$ cat src/rtl/div_seq_if.sv
// Request/response bundle for the sequential divider.
// Master issues operations; slave computes and returns results.
interface div_seq_if #(
  parameter int XLEN = 32
);
  logic            div_enable;
  logic [2:0]      div_op;
  logic [XLEN-1:0] div_rs1;
  logic [XLEN-1:0] div_rs2;
  logic            div_kill;
  logic            div_busy;
  logic            div_ready;
  logic [XLEN-1:0] div_result;

  modport master (
    output div_enable, div_op, div_rs1, div_rs2, div_kill,
    input  div_busy, div_ready, div_result
  );

  modport slave (
    input  div_enable, div_op, div_rs1, div_rs2, div_kill,
    output div_busy, div_ready, div_result
  );
endinterface

$ cat src/rtl/div_seq.sv
// Iterative restoring divider for div/divu/rem/remu.
// One quotient bit per cycle; zero and overflow cases bypass CALC.
module div_seq #(
  parameter int XLEN = 32
) (
  input  logic     clock,
  input  logic     reset,
  div_seq_if.slave bus
);
  localparam int CW = $clog2(XLEN);
  localparam logic [XLEN-1:0] MIN =
    {1'b1, {(XLEN-1){1'b0}}};

  typedef enum logic [1:0] {
    IDLE,
    CALC,
    FIN
  } state_t;

  state_t          state, state_n;
  logic [CW-1:0]   cnt;
  logic [XLEN-1:0] rem, quo, dvs, result;
  logic            neg_quo, neg_rem, op_rem;

  logic            signed_op, is_rem, s1, s2;
  logic            dz, ovf, accept, last;
  logic [XLEN-1:0] mag1, mag2, special;
  logic [XLEN:0]   diff;
  logic            ge;
  logic [XLEN-1:0] rem_n, quo_n, final_val;

  always_comb begin
    signed_op = ~bus.div_op[0];
    is_rem    = bus.div_op[1];
    s1        = signed_op & bus.div_rs1[XLEN-1];
    s2        = signed_op & bus.div_rs2[XLEN-1];
    mag1      = s1 ? -bus.div_rs1 : bus.div_rs1;
    mag2      = s2 ? -bus.div_rs2 : bus.div_rs2;
    dz        = (bus.div_rs2 == '0);
    ovf       = signed_op & (bus.div_rs1 == MIN) &
                (bus.div_rs2 == '1);
    accept    = (state == IDLE) & bus.div_enable &
                bus.div_op[2] & ~bus.div_kill;
    if (dz)
      special = is_rem ? bus.div_rs1 : '1;
    else
      special = is_rem ? '0 : MIN;
  end

  // Restoring step: shift {rem,quo}, subtract if it fits
  always_comb begin
    diff  = {rem, quo[XLEN-1]} - {1'b0, dvs};
    ge    = ~diff[XLEN];
    rem_n = ge ? diff[XLEN-1:0]
               : {rem[XLEN-2:0], quo[XLEN-1]};
    quo_n = {quo[XLEN-2:0], ge};
    last  = (cnt == '0);
    if (op_rem)
      final_val = neg_rem ? -rem_n : rem_n;
    else
      final_val = neg_quo ? -quo_n : quo_n;
  end

  always_comb begin
    state_n = state;
    unique case (state)
      IDLE: begin
        if (accept)
          state_n = (dz | ovf) ? FIN : CALC;
      end
      CALC: begin
        if (last)
          state_n = FIN;
      end
      FIN: state_n = IDLE;
      default: state_n = IDLE;
    endcase
    if (bus.div_kill)
      state_n = IDLE;
  end

  always_ff @(posedge clock or posedge reset) begin
    if (reset) begin
      state <= IDLE;
    end else begin
      state <= state_n;
    end
  end

  always_ff @(posedge clock or posedge reset) begin
    if (reset) begin
      cnt     <= '0;
      rem     <= '0;
      quo     <= '0;
      dvs     <= '0;
      neg_quo <= 1'b0;
      neg_rem <= 1'b0;
      op_rem  <= 1'b0;
      result  <= '0;
    end else begin
      if (accept) begin
        cnt     <= CW'(XLEN-1);
        rem     <= '0;
        quo     <= mag1;
        dvs     <= mag2;
        neg_quo <= s1 ^ s2;
        neg_rem <= s1;
        op_rem  <= is_rem;
        if (dz | ovf)
          result <= special;
      end else if (state == CALC) begin
        cnt <= cnt - 1'b1;
        rem <= rem_n;
        quo <= quo_n;
        if (last & ~bus.div_kill)
          result <= final_val;
      end
    end
  end

  assign bus.div_busy   = (state != IDLE);
  assign bus.div_ready  = (state == FIN) & ~bus.div_kill;
  assign bus.div_result = result;
endmodule

$ cat src/flat_wrapper.sv
// flat-port wrapper written by rule: the top's interface ports become plain ports
module div_seq_flat 
#(
  parameter int XLEN = 32
)
  (clock, reset, bus_div_enable, bus_div_op, bus_div_rs1, bus_div_rs2, bus_div_kill, bus_div_busy, bus_div_ready, bus_div_result);
  div_seq_if #(.XLEN(XLEN)) bus_i ();
  input  logic clock;
  input  logic reset;
  input wire logic [$bits(bus_i.div_enable)-1:0] bus_div_enable;
  input wire logic [$bits(bus_i.div_op)-1:0] bus_div_op;
  input wire logic [$bits(bus_i.div_rs1)-1:0] bus_div_rs1;
  input wire logic [$bits(bus_i.div_rs2)-1:0] bus_div_rs2;
  input wire logic [$bits(bus_i.div_kill)-1:0] bus_div_kill;
  output wire logic [$bits(bus_i.div_busy)-1:0] bus_div_busy;
  output wire logic [$bits(bus_i.div_ready)-1:0] bus_div_ready;
  output wire logic [$bits(bus_i.div_result)-1:0] bus_div_result;
  assign bus_i.div_enable = bus_div_enable;
  assign bus_i.div_op = bus_div_op;
  assign bus_i.div_rs1 = bus_div_rs1;
  assign bus_i.div_rs2 = bus_div_rs2;
  assign bus_i.div_kill = bus_div_kill;
  assign bus_div_busy = bus_i.div_busy;
  assign bus_div_ready = bus_i.div_ready;
  assign bus_div_result = bus_i.div_result;
  div_seq #(.XLEN(XLEN)) u_core (.clock(clock), .reset(reset), .bus(bus_i));
endmodule
$ cat config.mk
export PLATFORM = sky130hd
export DESIGN_NAME = div_seq_flat
export DESIGN_NICKNAME = d
export VERILOG_FILES = /design/src/rtl/div_seq_if.sv /design/src/rtl/div_seq.sv /design/src/flat_wrapper.sv
export SDC_FILE = /design/constraint.sdc
export NUM_CORES = 1
export LEC_CHECK = 0
export BUFFER_PORTS_ARGS = -buffer_cell sky130_fd_sc_hd__buf_2
export CELL_PAD_IN_SITES_DETAIL_PLACEMENT = 0
export CELL_PAD_IN_SITES_GLOBAL_PLACEMENT = 1
export CORE_MARGIN = 2
export CORE_UTILIZATION = 46
export CTS_CLUSTER_SIZE = 14
export DETAILED_ROUTE_END_ITERATION = 8
export PLACE_DENSITY = 0.8
export SETUP_SLACK_MARGIN = 0.1
export SLEW_MARGIN = 0
export SYNTH_ARGS = -nofsm -noshare
export SYNTH_HDL_FRONTEND = slang
export SYNTH_SLANG_ARGS = --single-unit
export TNS_END_PERCENT = 30
$ cat constraint.sdc
create_clock -name clock -period 5.6 [get_ports clock]
set_input_delay 0.28 -clock clock [delete_from_list [all_inputs] [get_ports clock]]
set_output_delay 0.28 -clock clock [all_outputs]
set_load 0.02 [all_outputs]
* After elaboration in Yosys (flattened, before gate mapping)
Index checks and enable logic that the tools add are counted.
Cells by class: add/sub/neg operators 6, eq/ne operators 7, mux-type cells 24, bitwise gates (word level) 14, reductions and logical operators 8
Operators by type and width (number):
- $mux 32 | 17
- $neg 32->32 | 4
- $eq 32x32->1 const B | 2
- $sub 33x32->33 | 1
- $logic_not 32->1 | 1
- $mux 5 | 2
- $and 1x1->1 | 9
- $mux 2 | 4
- $ne 3x2->1 const B | 2
- $reduce_bool 2->1 | 3
- $logic_not 5->1 | 1
- $sub 5x1->5 const B | 1
- $pmux 2 s2 | 1
- $not 1->1 | 3
- $reduce_and 3->1 | 1
- $eq 2x1->1 const B | 1
- $eq 2x2->1 const B | 1
- $logic_not 2->1 | 1
- $ne 2x2->1 const B | 1
- $reduce_and 2->1 | 1
- $or 1x1->1 | 1
- $xor 1x1->1 | 1
Storage, ports and cells: register bits after elaboration 138, output and inout bits 34

* Logic depth before layout (Yosys ltp)
Gate-level depths: netlist of run 1.
word-level depth 8, mapped depth 23

* Worst setup path before layout of run 1
Ideal clock, no wire load.
path kind register to register, start point reg u_core.quo[31], end point reg u_core.result[30], in the netlist u_core.bus.div_result[30], library setup time 0.129 ns, arrival 4.156 ns, data required time 5.471 ns, path slack 1.315 ns, stages on the path, launching flop included 24, period minus slack after synthesis 4.285 ns, path through dfrtp_1 -> inv_1 -> ha_1 -> fa_1 -> nand2b_1 -> a21bo_2 -> a211oi_2 -> o211a_2 -> a211oi_4 -> inv_2 -> buf_6 -> buf_6 -> clkbuf_1 -> ha_1 -> nand2_1 -> nor2b_1 -> nand2_1 -> o21ai_0 -> nand2_1 -> xnor2_1 -> nor3_1 -> o21a_1 -> a211oi_1 -> o21ai_1
Between the ends: cells in the longest elaborated chain, start to end 8
Ends and longest elaborated chain:
- start: declaration | line div_seq.sv:22 | logic [XLEN-1:0] rem, quo, dvs, result;
- start signal: assignment | line div_seq.sv:104 | quo <= mag1;
- start signal: assignment | line div_seq.sv:114 | quo <= quo_n;
- $sub 33x32->33 | line div_seq.sv:52 | diff = {rem, quo[XLEN-1]} - {1'b0, dvs};
- $mux 32 / $not 1->1 (equally long branches) | line div_seq.sv:54, div_seq.sv:53
- $neg 32->32 (on tied branches) | line div_seq.sv:59, div_seq.sv:61
- $mux 32 (on tied branches) | line div_seq.sv:59, div_seq.sv:61
- $mux 32 * | line div_seq.sv:58 | if (op_rem)
- $mux 32 * | line div_seq.sv:115 | if (last & ~bus.div_kill)
- $mux 32 * | line div_seq.sv:111 | end else if (state == CALC) begin
- $mux 32 * | line div_seq.sv:101 | if (accept) begin
- end signal: assignment | line div_seq.sv:110 | result <= special;
- end signal: assignment | line div_seq.sv:116 | result <= final_val;
- end: declaration | line div_seq.sv:22
Every way passes the cells marked *; elsewhere a longest branch is shown, timed or not. The select of a mux whose other input is x is not followed. A chain may end at the register's enable or synchronous reset.

* Worst setup path in the final report of run 1
Ends and elaborated chain as after synthesis.

==> impl_results.md, run 1 <==
- Status: complete, no violations
- Pins Over Slew Limit: 0
- Initial antenna violation count: 0
- Leakage power: 5.524 nW
- I/O pin count: about 110
- Synth area leaders: dfrtp_1 30%, o21ai_0 7.9%, xnor2_1 6.3%, nand2_1 4.7%, a21oi_1 4.5%
- Dpl ws: between 800 and 900 ps
- Synth area leader: dfrtp_1
- Residual DRC: 0
- Final Skew: about 13 ps
- Finished Layout Cells: about 1,900
- Area after DPL: 12,320 µm²
- VDD IR-drop max: approximately 0.22 mV
- Worst path cell trace: inv_1 > ha_1 > fa_1 > nand2b_1 > a21bo_2 > a211oi_2 > o211a_2 > a211oi_4 > inv_2 > buf_4 > ha_1 > nand2_1 > nor2b_1 > nand2_1 > o21ai_0 > nand2_1 > xnor2_1 > nor3_1 > o21a_1 > a211oi_1 > o21ai_1
- Final ANT Viol Nets: 0
- Slowest library cell on the worst path: fa_1
- Fmax: 0.2096 GHz
- Global-route wire length before repair: 63,290 µm
- Syn avg cell area: 7.872 µm²
- Total number of vias: 11,557
- Clock Latency Late Sink: 440 ps
- Tmin final: ~4800 ps
- R2R setup slack: approximately 830 ps
- Critical R2R Launch: u_core.quo[31]
- WP data required: around 6000 ps
- CTS tree: yes
- Final hold violations: 0
- Tcrit/Tclk final: ~85%
- Setup violators final: 0
- # Post-CTS Setup Buffers: 0
- Sequential area share after synthesis: between 20% and 30%
- Die width: ~160 µm
- Worst-path clk slew: ~70 ps
- Die height: roughly 160 µm
- Worst relative slew slack: between 20% and 30%
- Hold Crit Class: input port to async pin
- Setup TNS: 0 ps
- CP peak stage delay: about 400 ps
- Arr. time, crit path: 5090 ps
- Pwr dens: slightly below 600 nW/µm²
- Filler cells: between 2,000 and 3,000
- Post-DP HPWL: a little over 30,000 µm
- Avg Vias per Cell: 6.167
- RSZ-0062 raised after global routing: no
- Primary FF master, synth: dfrtp_1
- Critical path buffers and inverters: 3
- Finished Cell Area: approximately 13,000 µm²
- Wire per inst: 21.86 µm
- Layout cells sized above 1: 12.31%
- Overall global routing resource usage: between 30 and 40%
- Cts hold-fix bufs: 0
- Mapped Area: around 12,000 µm²
- Unique cell type count in the Yosys netlist: 87
- CP max FO: 40
- Max Buffers Root-to-Sink: 2
- Grt ovf: 0
- Kind of critical path: flop to flop
- DR pass1 iterations: 5
- Largest net degree at the start of global routing: just under 90
- Fin nets: roughly 1,600
- Synth Net Count: 1,579
- Footprint of the multi-input gates: approximately 7500 µm²
- Core ar.: between 20,000 and 25,000 µm²
- Top cell family by delay on the critical path: compound AO/OA/AOI/OAI gates
- Setup WS post-layout: 828.3 ps
- Vias in the first global route: around 11,000
- CP most frequent cell: nand2_1
- Share of the synthesized area in the top cell type: 29.88%
- Layout area overhead: 11.59%
- Cells on worst reg2reg path: 21
- Number of synthesized flops with an enable pin: 0
- Flops & latches, synth: 138
- GP Congestion: approximately 0.91
- Placed insts: roughly 1,800
- Initial Util: between 40% and 50%
- Ys async rst share: 100.0%
- CTS resizes: 0
- Critical R2R Capture: u_core.bus.div_result[30]
- Root buffer cell: clkbuf_16
- Mapped Cells: approximately 1,500
- Max Cap Viol: 0
- Yosys warns: 0
- Worst Setup SP: u_core.quo[31]
- CP Launch Type: flop
- Row count: just under 60
- Worst slew pin tran: around 1200 ps
- Full die area: around 26,000 µm²
- DRT Wirelength: between 40,000 and 50,000 µm
- WHS: between 1 and 1.5 ps
- 1st-iter DRT viols: 1,174
- Port Buffers: between 100 and 150
- Clock sinks: 138
- Sequential Area: approximately 3500 µm²
- Top-count cell post-synth: o21ai_0
- Setup crit end kind: flop
- Max H-tree Level: 4
- CTS Buf Count: 17
- Top post-synthesis cells by count: 182 x o21ai_0, 146 x nand2_1, 138 x dfrtp_1, 105 x a21oi_1, 92 x nor2_1
sequential cells by signal (all words and copies together), names as in the netlist:
register	flops
u_core.bus.div_result	32
u_core.neg_rem	1
u_core.rem	32
u_core.neg_quo	1
u_core.state	2
u_core.quo	32
u_core.cnt	5
u_core.op_rem	1
u_core.dvs	32
layout by cell type, fill, tap and decap left out, drive strengths merged, types with 17 or more instances in the layout:
cell    instances
clkbuf         17
mux2i          26
nor4           17
dfrtp         138
nand2         146
xor2           51
ha             39
a21oi         105
xnor2          83
o31ai          28
nand4          17
inv            74
a22oi          29
buf           124
nor2           92
o211ai         17
nand3          54
nor3           35
o21ai         196
per-layer routing:
layer / vias to the layer above / share of wire (%) / track usage, %
li1: 5492 / - / -
met1: 5565 / 46 / 45.05
met2: 439 / 44 / 47.20
met3: 61 / 7.1 / 6.392
met4: 0 / 2.4 / 9.574
met5: - / 0 / 0
through the flow:
step                power, mW  utilization (%)
floorplan               4.960                -
global placement        6.357            49.48
detailed placement      6.372            49.48
CTS                     7.524            51.79
global route            8.114            51.79
finish                  7.596            51.80
worst max-delay path by stage:
stage / to / slack (ps) / cells after the start
global route: u_core.bus.div_result[30] / 450 / 21
global placement: u_core.bus.div_result[30] / 950 / 21
finish: u_core.bus.div_result[30] / 830 / 21
detailed placement: u_core.bus.div_result[30] / 880 / 21
floorplan: u_core.bus.div_result[30] / 1310 / 23
CTS: u_core.bus.div_result[30] / 870 / 21
power breakdown:
part | leakage, nW | switching, mW | internal, mW | total, mW
clock network | 0.284 | 0.538 | 0.591 | 1.13
registers | 1.76 | 0.412 | 1.31 | 1.72
logic | 3.48 | 3.02 | 1.72 | 4.74
layout make-up:
cell class / instances / area share, %
sequential: 138 / 26.78
antenna: 1 / 0.01941
clock inverter: 15 / 1.164
timing repair buffer: 124 / 5.201
tap: 330 / 3.202
inverter: 68 / 2.018
multi-input combinational: 1181 / 58.32
clock buffer: 17 / 3.299
kinds of logic (layout without fill, tap and decap cells):
family                   after synthesis  after routing  synth area share (%)
adder cells (fa/ha/maj)               40             40                 4.396
flip-flops                           138            138                 29.88
multiplexers                          29             29                 2.544
AND/OR/NAND/NOR                      478            478                 20.56
AO/OA/AOI/OAI                        500            500                 27.31
other                                  0              1                     0
buffers and inverters                149            224                 5.154
XOR/XNOR                             134            134                 10.16
No activity file was read; power rests on OpenSTA's default activity.
==> run 2: changes to the inputs <==
clock period = 5.45 ns   (was 5.6 ns; I/O delays follow)
==> run 2 against run 1 <==
Sequential cell count did not move. Routed wire length is 0.44% lower. Clock power increased by 6%. Power is 3.0% higher. Register-to-register slack lost 180 ps. Sequential share of layout area barely moved. Utilization about the same. Critical endpoint unchanged. Largest cell class unchanged. Largest power group unchanged.
==> impl_results.md, run 2 (same netlist as run 1, synthesis figures left out) <==
- Pwr dens: 606.4 nW/µm² (+2.9%)
- Max H-tree Level: 4 (unchanged)
- Met2 usage: 46.42% (-0.77 points)
- WP data required: 5770 ps (-150 ps)
- Overall global routing resource usage: 31.07% (-0.19 points)
- Comb power frac: 62.0% (-0.4 points)
- M1 GR Usage: 45.37% (+0.32 points)
- Avg Vias per Cell: 6.233 (+1.1%)
- CP max FO: 25 (-38%)
- Cell internal pwr: 3.764 mW (+3.9%)
- CP Launch Type: flop
- Final hold violations: 0 (unchanged)
- Worst relative slew slack: 26.20% (+4.1 points)
- CTS tree: yes
- Root buffer cell: clkbuf_16
- Die width: 162.5 µm (unchanged)
- Wire per inst: 21.77 µm (-0.39%)
- Full die area: 26,410 µm² (unchanged)
- Diodes inserted: 0 (-1)
- Worst Setup SP: u_core.quo[31]
- Final Skew: 10.83 ps (-1.914 ps)
- CP peak stage delay: 410 ps (about the same)
- Worst path cell trace: inv_1 > ha_1 > fa_1 > nand2b_1 > a21bo_2 > a211oi_2 > o211a_2 > a211oi_4 > inv_2 > ha_1 > nand2_1 > nor2b_1 > nand2_1 > o21ai_0 > nand2_1 > xnor2_1 > nor3_1 > o21a_1 > a211oi_1 > o21ai_1
- Initial antenna violation count: 0 (unchanged)
- Layout cells sized above 1: 12.25% (-0.065 points)
- Sw frac: 51.89% (-0.43 points)
- Sequential share of power: 22.6% (about the same)
- Setup TNS: 0 ps (unchanged)
- Global-route wire length before repair: 63,140 µm (-0.24%)
- Die height: 162.5 µm (unchanged)
- Worst-path clk slew: 70 ps (about the same)
- GP Congestion: 0.9165 (+0.73%)
- Layout area overhead: 11.64% (about the same)
- Largest net degree at the start of global routing: 101 (+15%)
- WHS: 11.01 ps (+9.951 ps)
- I/O pin count: 105 (unchanged)
- Filler cells: 2,468 (-1.7%)
- Port Buffers: 104 (unchanged)
- Initial Util: 46.43% (unchanged)
- Slowest library cell on the worst path: a211oi_2
- Commonest cells after routing, fill and taps aside: 182 x o21ai_0, 146 x nand2_1, 138 x dfrtp_1
- 1st-iter DRT viols: 1,364 (+16%)
- Worst slew pin tran: 1097 ps (-61.53 ps)
- Kind of critical path: flop to flop
- Most Used Layer, Global Route: met2
- Grt ovf: 0 (unchanged)
- Row count: 58 (unchanged)
- Tmin final: 4803 ps (+30.83 ps)
- Fin nets: 1,641 (unchanged)
- Clock sinks: 138 (unchanged)
- VDD IR-drop max: 0.3645 mV (+67%)
- Most common cell after layout, fill and taps aside: o21ai_0
- Final ANT Viol Nets: 0 (unchanged)
- Vias in the first global route: 10,735 (-1.2%)
- DR pass1 iterations: 6 (+1)
- Core ar.: 24,890 µm² (unchanged)
- DRT Wirelength: 40,780 µm (-0.44%)
- RSZ-0062 raised after global routing: no
- Sw power: 4.060 mW (+2.1%)
- CTS resizes: 0 (unchanged)
- Post-DP HPWL: 30,750 µm (-0.66%)
- Max Buffers Root-to-Sink: 2 (unchanged)
- Residual DRC: 0 (unchanged)
- Max Cap Viol: 0 (unchanged)
- Power share of the clock group: 15.4% (+0.5 points)
- Setup crit end kind: flop
- # Post-CTS Setup Buffers: 0 (unchanged)
- Hold Crit Class: input port to async pin
- Cts hold-fix bufs: 0 (unchanged)
- Critical R2R Launch: u_core.quo[31]
- Status: complete, no violations
- Clock Latency Late Sink: 450 ps (about the same)
- Tcrit/Tclk final: 88.12% (+2.9 points)
- Fmax: 0.2082 GHz (-0.64%)
- Met3 usage: 6.162% (-0.23 points)
- Arr. time, crit path: 5120 ps (+30 ps)
- Pins Over Slew Limit: 0 (unchanged)
- CTS Buf Count: 17 (unchanged)
- Total number of vias: 11,674 (+1.0%)
- CP most frequent cell: nand2_1
- Setup violators final: 0 (unchanged)
- Leakage power: 5.518 nW (-0.10%)
- Final Power: 7.823 mW (+3.0%)
[run 2: cell types whose count changed in the layout (fill, tap and decap cells not counted), sizes merged]
cell / change
clkinv: -5
clkbuf: +1
diode: -1
bufinv: +1
clkinvlp: +3
[run 2: power groups by stage]
stage	registers (mW)	clock network [mW]	logic [mW]
after detailed placement	1.76	0	4.77
final	1.77	1.20	4.85
after CTS	1.75	1.21	4.79
after floorplan	1.71	0	3.38
after global routing	1.81	1.24	5.29
after global placement	1.75	0	4.77
[run 2: layout make-up]
type | count | area (µm²) | area share (%)
clock inverters | 14 | 155.1 | 1.203
multi-input cells | 1181 | 7520 | 58.29
clock buffers | 18 | 429.2 | 3.327
well taps | 330 | 412.9 | 3.200
flip-flops and latches | 138 | 3453 | 26.77
repair buffers | 124 | 670.6 | 5.198
inverters | 68 | 260.3 | 2.017
[run 2: final timing paths]
kind,to,slack (ps),depth (start not counted)
max,u_core.bus.div_result[30],650,20
min,u_core.dvs[12],10,2
max reg2reg,u_core.bus.div_result[30],650,20
min reg2reg,u_core.dvs[7],480,2
max in group asynchronous,u_core.rem[26],4320,3
min in group clock,u_core.neg_quo,120,2
[run 2: stage by stage]
stage	setup slack (ps)	cell area, µm²	util, %	instances
2_1_floorplan	1165	11560	-	1468
3_3_place_gp	821.0	12320	49.48	1841
6_report	647.5	12900	51.83	1873
3_5_place_dp	756.6	12320	49.48	1841
5_1_grt	362.7	12900	51.83	1873
4_1_cts	724.4	12900	51.83	1873
[run 2: worst max-delay path, delay by kind of cell (launching register included)]
family,cells,cell delay (ps)
xor gates and xnor gates,1,150
DFF,1,370
buffers and inverters,2,460
adders and majority gates,3,900
and+or+nand+nor,6,910
AOI/OAI and AO/OA,8,1880
[run 2: per-layer routing]
| layer | routed length [µm] | vias up |
|---|---|---|
| met5 | 0 | - |
| met4 | 889 | 0 |
| met3 | 3374 | 62 |
| met2 | 17780 | 503 |
| met1 | 18740 | 5612 |
| li1 | - | 5497 |
==> run 3: changes to the inputs <==
BUFFER_PORTS_ARGS = default   (was -buffer_cell sky130_fd_sc_hd__buf_2)
CORE_UTILIZATION = 49   (was 46)
DONT_BUFFER_PORTS = 1   (was default)
==> run 3 against run 2 <==
Count of clock-buffer cells in the layout unchanged. Clock skew up 5.2 ps. Sequential power up 7%.
==> impl_results.md, run 3 (same netlist as run 1, synthesis figures left out) <==
- Status: complete, no violations
- Arr. time, crit path: 5040 ps (-80 ps)
- CP most frequent cell: nand2_1
- Total number of vias: 11,252 (-3.6%)
- Worst Hold Depth: 2
- Port Buffers: 0 (-100%)
- Vias in the first global route: 10,419 (-2.9%)
- Commonest cells after routing, fill and taps aside: 182 x o21ai_0, 146 x nand2_1, 138 x dfrtp_1
- Finished Cell Area: 12,440 µm² (-3.6%)
- CP Launch Type: flop
- Sw power: 4.009 mW (-1.2%)
- Cells on worst reg2reg path: 20 (unchanged)
- Die height: 157.6 µm (-3.0%)
- Endpoint, Worst Hold: u_core.bus.div_result[19]
- Leakage power: 5.113 nW (-7.3%)
- Grt ovf: 0 (unchanged)
- 1st-iter DRT viols: 1,052 (-23%)
- DR pass1 iterations: 5 (-1)
- Max Cap Viol: 0 (unchanged)
- Setup violators final: 0 (unchanged)
- Layout area overhead: 7.612%
- Tmin final: 4726 ps (-76.39 ps)
- Die width: 157.6 µm (-3.0%)
- Cell internal pwr: 3.672 mW (-2.4%)
- Max H-tree Level: 4 (unchanged)
- Final ANT Viol Nets: 0 (unchanged)
- Cts hold-fix bufs: 6 (+6)
- I/O pin count: 105 (unchanged)
- Worst path cell trace: inv_1 > ha_1 > fa_1 > nand2b_1 > a21bo_2 > a211oi_2 > o211a_2 > a211oi_4 > inv_2 > ha_1 > nand2_1 > nor2b_1 > nand2_1 > o21ai_0 > nand2_1 > xnor2_1 > nor3_1 > o21a_1 > a211oi_1 > o21ai_1
- Critical path buffers and inverters: 2 (unchanged)
- Critical path depth in cells: 20 (unchanged)
- Worst slew pin tran: 1080 ps (-16.78 ps)
- Sequential share of power: 24.6% (+2.0 points)
- Sw frac: 52.19% (+0.30 points)
- Dpl ws: 870.3 ps (+113.7 ps)
- Tcrit/Tclk final: 86.72% (-1.4 points)
- Post-DP HPWL: 30,120 µm (-2.1%)
- Layout cells sized above 1: 6.017% (-6.2 points)
- Clock sinks: 138 (unchanged)
- Top cell family by delay on the critical path: compound AO/OA/AOI/OAI gates
- GP Congestion: 0.9709 (+5.9%)
- Global-route wire length before repair: 60,990 µm (-3.4%)
- Max Buffers Root-to-Sink: 2 (unchanged)
- Full die area: 24,830 µm² (-6.0%)
- Power share of the clock group: 15.3% (about the same)
- Critical R2R Capture: u_core.bus.div_result[30]
- VDD IR-drop max: 0.2075 mV (-43%)
- CTS tree: yes
- Residual DRC: 0 (unchanged)
- Pins Over Slew Limit: 0 (unchanged)
- Wire per inst: 22.54 µm (+3.5%)
- CP peak stage delay: 410 ps (about the same)
- Row count: 56 (-3.4%)
- Critical R2R Launch: u_core.quo[31]
- Setup WS post-layout: 723.9 ps (+76.40 ps)
- Comb power frac: 60.1% (-1.9 points)
- Overall global routing resource usage: 32.34% (+1.3 points)
- Slowest library cell on the worst path: fa_1
- Initial antenna violation count: 2 (+2)
- RSZ-0062 raised after global routing: no
- Sequential Area: 3453 µm² (unchanged)
- CTS resizes: 0 (unchanged)
- Core ar.: 23,330 µm² (-6.3%)
- DRT Wirelength: 39,810 µm (-2.4%)
- Final hold violations: 0 (unchanged)
- Kind of critical path: flop to flop
- Avg Vias per Cell: 6.371 (+2.2%)
- R2R setup slack: 720 ps (+80 ps)
- Root buffer cell: clkbuf_16
- Footprint of the multi-input gates: 7520 µm² (unchanged)
- Filler cells: 2,262 (-8.3%)
- Pwr dens: 617.7 nW/µm² (+1.9%)
- Final Skew: 16.06 ps (+5.230 ps)
- Setup crit end kind: flop
- Fmax: 0.2116 GHz (+1.6%)
- Worst relative slew slack: 27.33% (+1.1 points)
- WP data required: 5760 ps (about the same)
- Min-delay src: bus_div_rs1[19]
- Area after DPL: 11,790 µm² (-4.3%)
- Worst-path clk slew: 70 ps (about the same)
- CP max FO: 25 (unchanged)
- CTS Buf Count: 17 (unchanged)
- Final Power: 7.681 mW (-1.8%)
- Fin nets: 1,544 (-5.9%)
- Setup TNS: 0 ps (unchanged)
- Initial Util: 49.53% (+3.1 points)
- Largest net degree at the start of global routing: 92 (-8.9%)
- WHS: 10.27 ps (-0.7407 ps)
- Most common cell after layout, fill and taps aside: o21ai_0
- Hold Crit Class: input port to flop
- Clock Latency Late Sink: 440 ps (about the same)
- # Post-CTS Setup Buffers: 0 (unchanged)
## run 3: worst max path at each step
stage	slack, ps	end	from
floorplan	1160	u_core.bus.div_result[30]	u_core.quo[31]
global placement	970	u_core.bus.div_result[22]	u_core.quo[31]
detailed placement	870	u_core.bus.div_result[30]	u_core.quo[31]
CTS	800	u_core.bus.div_result[30]	u_core.quo[31]
global route	440	u_core.bus.div_result[30]	u_core.quo[31]
finish	720	u_core.bus.div_result[30]	u_core.quo[31]
## run 3: metal layers
| layer | vias to the layer above | wire (µm) | track usage [%] |
|---|---|---|---|
| met5 | - | 0 | 0 |
| met4 | 0 | 879 | 9.004 |
| met3 | 62 | 4084 | 9.663 |
| met2 | 509 | 17100 | 47.31 |
| met1 | 5372 | 17750 | 46.21 |
| li1 | 5309 | - | - |
## run 3: cell type report
type,instances,share of cell area (%)
Antenna cell,1,0.02012
Clock buffer,18,3.532
Clock inverter,14,1.157
Inverter,68,2.093
Multi-Input combinational cell,1181,60.47
Sequential cell,138,27.77
Tap cell,319,3.210
Timing Repair Buffer,27,1.751
## run 3: stage by stage
stage               util [%]  std cells
floorplan                  -       1468
global placement       50.53       1727
detailed placement     50.53       1727
CTS                    53.29       1765
global route           53.29       1765
finish                 53.30       1766
## run 3: power by group through the flow
stage                     registers, mW  logic [mW]  clock network (mW)
after detailed placement           1.89        4.51                   0
after CTS                          1.87        4.54                1.19
after global routing               1.93        5.04                1.24
after global placement             1.88        4.51                   0
after floorplan                    1.71        3.38                   0
final                              1.89        4.61                1.18
